## src/rtl/mc_bus_pkg.sv

```systemverilog
// Shared definitions for the MCU memory-controller write-capture path:
// bus width defaults, capture FSM encoding and the queued entry layout.
package mc_bus_pkg;

  localparam int DEF_MC_DATA_WIDTH = 16;
  localparam int DEF_MC_ADD_WIDTH  = 6;

  typedef enum logic {
    IDLE   = 1'b0,
    ACTIVE = 1'b1
  } cap_state_t;

  // Entry layout is {add, data}; address sits in the upper bits.
  typedef struct packed {
    logic [DEF_MC_ADD_WIDTH-1:0]  add;
    logic [DEF_MC_DATA_WIDTH-1:0] data;
  } mc_entry_t;

  localparam int DEF_ENTRY_WIDTH = $bits(mc_entry_t);

  function automatic int entry_width(input int add_width, input int data_width);
    return add_width + data_width;
  endfunction

endpackage

```

## src/rtl/mc_sync_fifo.sv

```systemverilog
// Generic single-clock show-ahead FIFO; the head entry is visible on pop_data
// whenever empty is low, and a push into a full FIFO is accepted only with a pop.
module mc_sync_fifo #(
  parameter int WIDTH = 22,
  parameter int DEPTH = 8
) (
  input  logic                       clock,
  input  logic                       reset,
  input  logic                       push,
  input  logic [WIDTH-1:0]           push_data,
  input  logic                       pop,
  output logic [WIDTH-1:0]           pop_data,
  output logic                       full,
  output logic                       empty,
  output logic [$clog2(DEPTH):0]     level
);

  localparam int PW = $clog2(DEPTH);

  logic [WIDTH-1:0] mem [DEPTH];
  logic [PW-1:0]    wr_ptr;
  logic [PW-1:0]    rd_ptr;
  logic [PW:0]      count;
  logic             do_push;
  logic             do_pop;

  assign empty    = (count == '0);
  assign full     = (count == (PW+1)'(DEPTH));
  assign level    = count;
  assign pop_data = mem[rd_ptr];

  assign do_pop  = pop && !empty;
  assign do_push = push && (!full || do_pop);

  // Storage is cleared on reset so the head reads as zero until the first push.
  always_ff @(posedge clock or negedge reset) begin
    if (!reset) begin
      for (int i = 0; i < DEPTH; i++) mem[i] <= '0;
      wr_ptr <= '0;
      rd_ptr <= '0;
      count  <= '0;
    end else begin
      if (do_push) begin
        mem[wr_ptr] <= push_data;
        wr_ptr      <= wr_ptr + 1'b1;
      end
      if (do_pop) rd_ptr <= rd_ptr + 1'b1;
      case ({do_push, do_pop})
        2'b10:   count <= count + 1'b1;
        2'b01:   count <= count - 1'b1;
        default: count <= count;
      endcase
    end
  end

endmodule

```

## src/rtl/mc_write_capture.sv

```systemverilog
// Captures asynchronous MCU write cycles into the clock domain and queues
// each completed write as an {address, data} entry behind a valid/ready port.
module mc_write_capture
  import mc_bus_pkg::*;
#(
  parameter int MC_DATA_WIDTH = DEF_MC_DATA_WIDTH,
  parameter int MC_ADD_WIDTH  = DEF_MC_ADD_WIDTH,
  parameter int FIFO_DEPTH    = 8,
  parameter int SYNC_STAGES   = 2
) (
  input  logic                         clock,
  input  logic                         reset,
  input  logic                         mc_ce,
  input  logic                         mc_we,
  input  logic                         mc_oe,
  input  logic [MC_ADD_WIDTH-1:0]      mc_add,
  input  logic [MC_DATA_WIDTH-1:0]     mc_din,
  output logic                         wr_valid,
  input  logic                         wr_ready,
  output logic [MC_ADD_WIDTH-1:0]      wr_add,
  output logic [MC_DATA_WIDTH-1:0]     wr_data,
  output logic [$clog2(FIFO_DEPTH):0]  fifo_level,
  output logic                         overflow,
  output logic                         protocol_err,
  input  logic                         err_clr
);

  localparam int EW = entry_width(MC_ADD_WIDTH, MC_DATA_WIDTH);

  logic [SYNC_STAGES-1:0]   ce_sync;
  logic [SYNC_STAGES-1:0]   we_sync;
  logic [SYNC_STAGES-1:0]   oe_sync;
  logic                     ce_s;
  logic                     we_s;
  logic                     oe_s;
  logic [MC_ADD_WIDTH-1:0]  add_pipe  [SYNC_STAGES];
  logic [MC_DATA_WIDTH-1:0] data_pipe [SYNC_STAGES];

  cap_state_t               state;
  cap_state_t               state_next;
  logic                     bad;
  logic                     bad_next;
  logic                     hold_load;
  logic                     push;
  logic                     proto_set;
  logic                     overflow_set;
  logic [MC_ADD_WIDTH-1:0]  hold_add;
  logic [MC_DATA_WIDTH-1:0] hold_data;

  logic                     fifo_full;
  logic                     fifo_empty;
  logic                     pop;
  logic [EW-1:0]            head;

  // Strobe synchronizers idle high so a cycle already in progress at reset
  // release is still seen as a falling edge.
  always_ff @(posedge clock or negedge reset) begin
    if (!reset) begin
      ce_sync <= '1;
      we_sync <= '1;
      oe_sync <= '1;
    end else begin
      ce_sync <= {ce_sync[SYNC_STAGES-2:0], mc_ce};
      we_sync <= {we_sync[SYNC_STAGES-2:0], mc_we};
      oe_sync <= {oe_sync[SYNC_STAGES-2:0], mc_oe};
    end
  end

  assign ce_s = ce_sync[SYNC_STAGES-1];
  assign we_s = we_sync[SYNC_STAGES-1];
  assign oe_s = oe_sync[SYNC_STAGES-1];

  always_ff @(posedge clock or negedge reset) begin
    if (!reset) begin
      for (int i = 0; i < SYNC_STAGES; i++) begin
        add_pipe[i]  <= '0;
        data_pipe[i] <= '0;
      end
    end else begin
      add_pipe[0]  <= mc_add;
      data_pipe[0] <= mc_din;
      for (int i = 1; i < SYNC_STAGES; i++) begin
        add_pipe[i]  <= add_pipe[i-1];
        data_pipe[i] <= data_pipe[i-1];
      end
    end
  end

  always_ff @(posedge clock or negedge reset) begin
    if (!reset) begin
      state     <= IDLE;
      bad       <= 1'b0;
      hold_add  <= '0;
      hold_data <= '0;
    end else begin
      state <= state_next;
      bad   <= bad_next;
      if (hold_load) begin
        hold_add  <= add_pipe[SYNC_STAGES-1];
        hold_data <= data_pipe[SYNC_STAGES-1];
      end
    end
  end

  // The last sample taken with both strobes low is the one that gets queued.
  always_comb begin
    state_next = state;
    bad_next   = bad;
    hold_load  = 1'b0;
    push       = 1'b0;
    proto_set  = 1'b0;
    case (state)
      IDLE: begin
        if (!ce_s && !we_s) begin
          state_next = ACTIVE;
          hold_load  = 1'b1;
          bad_next   = !oe_s;
        end
      end
      ACTIVE: begin
        if (!ce_s && !we_s) begin
          hold_load = 1'b1;
          bad_next  = bad | !oe_s;
        end else begin
          state_next = IDLE;
          if (bad) proto_set = 1'b1;
          else     push      = 1'b1;
        end
      end
      default: state_next = IDLE;
    endcase
  end

  assign pop          = wr_valid && wr_ready;
  assign overflow_set = push && fifo_full && !pop;

  // A set event on the same cycle as err_clr takes priority.
  always_ff @(posedge clock or negedge reset) begin
    if (!reset) begin
      overflow     <= 1'b0;
      protocol_err <= 1'b0;
    end else begin
      if (overflow_set) overflow <= 1'b1;
      else if (err_clr) overflow <= 1'b0;
      if (proto_set)    protocol_err <= 1'b1;
      else if (err_clr) protocol_err <= 1'b0;
    end
  end

  mc_sync_fifo #(
    .WIDTH (EW),
    .DEPTH (FIFO_DEPTH)
  ) u_fifo (
    .clock     (clock),
    .reset     (reset),
    .push      (push),
    .push_data ({hold_add, hold_data}),
    .pop       (pop),
    .pop_data  (head),
    .full      (fifo_full),
    .empty     (fifo_empty),
    .level     (fifo_level)
  );

  assign wr_valid = !fifo_empty;
  assign wr_add   = head[EW-1:MC_DATA_WIDTH];
  assign wr_data  = head[MC_DATA_WIDTH-1:0];

endmodule
```

## config.mk

```make
export PLATFORM = sky130hd
export DESIGN_NAME = mc_write_capture
export DESIGN_NICKNAME = d
export VERILOG_FILES = /design/src/rtl/mc_bus_pkg.sv /design/src/rtl/mc_sync_fifo.sv /design/src/rtl/mc_write_capture.sv
export SDC_FILE = /design/constraint.sdc
export NUM_CORES = 1
export LEC_CHECK = 0
export ABC_AREA = 1
export BUFFER_PORTS_ARGS = -buffer_cell sky130_fd_sc_hd__clkbuf_2
export CAP_MARGIN = 20
export CORE_ASPECT_RATIO = 2
export CORE_UTILIZATION = 41
export CTS_CLUSTER_DIAMETER = 80
export CTS_CLUSTER_SIZE = 8
export DETAILED_ROUTE_END_ITERATION = 16
export SLEW_MARGIN = 25
export SYNTH_ARGS = -nofsm -noshare
export SYNTH_HDL_FRONTEND = slang
export SYNTH_SLANG_ARGS = --single-unit
```

## constraint.sdc

```tcl
create_clock -name clock -period 3 [get_ports clock]
set_clock_uncertainty 0.1 [all_clocks]
set_input_delay 0.15 -clock clock [delete_from_list [all_inputs] [get_ports clock]]
set_output_delay 0.15 -clock clock [all_outputs]
set_load 0.01 [all_outputs]
```

==> run summary <==
initial antenna violation count -> 0
crit-path max FO -> 45
first-pass GRT wire length -> 52.87 mm
vias per cell -> 5.266
total power -> 13.80 mW
LEAKAGE -> 6.883 nW
Post-synth ARST share -> 1.000
TritonCTS clock tree -> built
Reg2Reg Depth -> 8
CTS root buffer -> clkbuf_16
RSZ-0062 raised after global routing -> no
total track usage -> 0.2429
minimum clock period -> 2541 ps
Post-CTS Setup Bufs -> 0
Clock Latency Late Sink -> 510 ps
top post-synthesis cells by area -> dfrtp_1 56%, nand2_1 16%, nand3_1 7.3%
Comb power frac -> 0.334
sequential area share after synthesis -> 0.5765
P_int -> 8.511 mW
Max Cap Viol -> 0
reg-to-reg slack, setup -> 750 ps
# DRC -> 0
CTS Sinks -> 262
Worst IR Drop VDD -> 498.5 uV
Post-synth EDFFs -> 0
count leader, synth -> nand2_1
Yosys top cell by area -> dfrtp_1
Sw Ratio -> 0.3831
fin nets -> 1463
htree depth -> 2
Net Switching -> 5.286 mW
FILL cells -> 2703
initial detailed-routing violation count -> 752
clock power share -> 0.275
drt total wl -> 32.94 mm
total grt overflow -> 0
post-route ant nets -> 0
Commonest cells post-synth -> 493 x nand2_1, 256 x dfrtp_1, 165 x nand3_1, 146 x nor2_1, 139 x o21ai_0
met3 WL post-DR -> 1.272 mm
clk slew on worst S/H paths -> 50 ps
slew margin rel. -> 0.4955
via count -> 9427
pin count of the biggest net entering global routing -> 90
Starting Density -> 0.4150
final hold vios -> 0
fin crit share -> 0.8470
WL met1 -> 12.66 mm
Setup crit start kind -> flip-flop
Sum Neg Setup Slack -> 0 ps
fmax -> 393.6 MHz
CORE AREA -> 27440 sq um
Avg Inst Size Synth -> 8.317 sq um
IO Count -> 58
DP HPWL -> 20.51 mm
Ys Warns -> 0
Reg power frac -> 0.391
arrival time worst endpoint -> 2290 ps
ANT cells -> 0
top layer in use -> met4
top cell type's share of synthesized area -> 0.5626
post-synthesis cell count -> 1369
Layout area overhead -> 16.58%
routed len/inst -> 18.40 um
Required @ worst endpoint -> 2750 ps
metal2 WL -> 17.28 mm
Crit. End Element -> output pin
layout cell share with drive strength beyond 1 -> 0.1099
Synth cell types -> 26
worst-margin pin slew -> 755.9 ps
Die X -> 119.8 um
reg2reg end -> u_fifo.mem[21]
dominant synthesized flop cell -> dfrtp_1
Synth Register Bits -> 262
post-synthesis cell area -> 11390 sq um
Setup crit start -> u_fifo.rd_ptr[1]
CTS Buffer Depth -> 3
Final Max Tran Viols -> 0
vias in the first global route -> 9446
worst flop-to-flop path startpoint -> we_sync[1]
FP Rows -> 86
Pwr per Cell Area -> 1039 nW/um^2
DIE HEIGHT -> 237.7 um
outcome -> finished clean
die area -> 28480 sq um
Synth Net Count -> 1403
hold crit path type -> primary input to asynchronous set/reset pin
GP Congestion -> 0.8322
WS Path Type -> flip-flop to output pin
Port Buffers -> 57
Worst Setup EP -> wr_data[13]
final setup violation count -> 0
router iterations before antenna repair -> 6
Inserted Clock Buffers -> 38
power groups by stage:
stage	clock, mW	combinational (mW)	sequential (mW)
6_report	3.79	4.61	5.40
5_1_grt	4.00	5.21	5.53
4_1_cts	3.88	4.67	5.38
3_5_place_dp	0	4.62	5.43
3_3_place_gp	0	4.56	5.40
2_1_floorplan	0	3.10	5.11
logic make-up (layout without fill, tap and decap cells):
kind of cell	Yosys count	after routing	share of synthesized area
AND/OR/NAND/NOR	812	812	0.2898
buffers and inverters	126	195	0.05407
adder cells (fa/ha/maj)	5	5	0.005495
AO/OA/AOI/OAI	158	158	0.06956
XOR/XNOR	6	6	0.004615
flip-flops	262	262	0.5765
state kept, by name, summed over array words and instances, names as in the netlist:
name	count
add_pipe	12
we_sync	2
ce_sync	2
oe_sync	2
hold_data	16
data_pipe	32
bad	1
u_fifo.wr_ptr	3
u_fifo.level	4
hold_add	6
protocol_err	1
state	1
u_fifo.mem	176
u_fifo.rd_ptr	3
overflow	1
area by class of cell:
class,count,area (sq um),share of cell area
well taps,352,440.4,0.03318
repair buffers,127,955.9,0.07201
inverters,19,73.82,0.005561
clock inverters,1,8.758,0.0006598
multi-input cells,981,4209,0.3171
clock buffers,48,1020,0.07682
flip-flops and latches,262,6566,0.4947
critical path, cell delays in order, from the launching register on:
cell and delay [ps]:
dfrtp_2 720, buf_12 300, o21ai_0 130, o21ai_1 240, nand2_1 80, nand2_1 120
clkbuf_2 150
layer usage:
metal	vias to the layer above	global-route usage
li1	4459	-
met1	4636	0.2818
met2	244	0.4305
met3	88	0.02807
met4	0	0.1348
met5	-	0
what timing repair did:
action,4_1_cts,5_1_grt
endpoints found under the setup margin,0,0
gates resized for setup,0,0
hold buffers,29,0
endpoints found under the hold margin,103,0
through the flow:
step | instance area [sq um] | hold WS, ps | worst slack [ps] | instances | utilization
after floorplan | 11390 | -245.6 | 878.4 | 1369 | -
after global placement | 11960 | 101.1 | 796.4 | 1712 | 0.4357
after detailed placement | 11960 | 104.9 | 765.9 | 1712 | 0.4357
after CTS | 13270 | 160.1 | 435.6 | 1790 | 0.4838
after global routing | 13270 | 170.6 | 352.5 | 1790 | 0.4838
final | 13270 | 119.6 | 459.1 | 1790 | 0.4838
worst min path at each step:
| stage | start | endpoint | slack, ps | depth (start not counted) |
|---|---|---|---|---|
| global placement | reset | u_fifo.mem[62] | 100 | 1 |
| CTS | reset | u_fifo.mem[62] | 160 | 2 |
| detailed placement | reset | u_fifo.mem[62] | 100 | 1 |
| finish | reset | u_fifo.mem[62] | 120 | 2 |
| global route | reset | u_fifo.mem[62] | 170 | 2 |
| floorplan | reset | add_pipe[0] | -250 | 0 |
cells in the final DEF, fill, tap and decap left out, drive strengths merged, types with 4 or more instances in the layout:
cell	count
buf	42
clkbuf	104
dfrtp	256
dfstp	6
dlygate4sd3	29
ha	5
inv	20
nand2	496
nand3	165
nor2	148
o21ai	156
xor2	4
(Power assumes the default switching activity.)
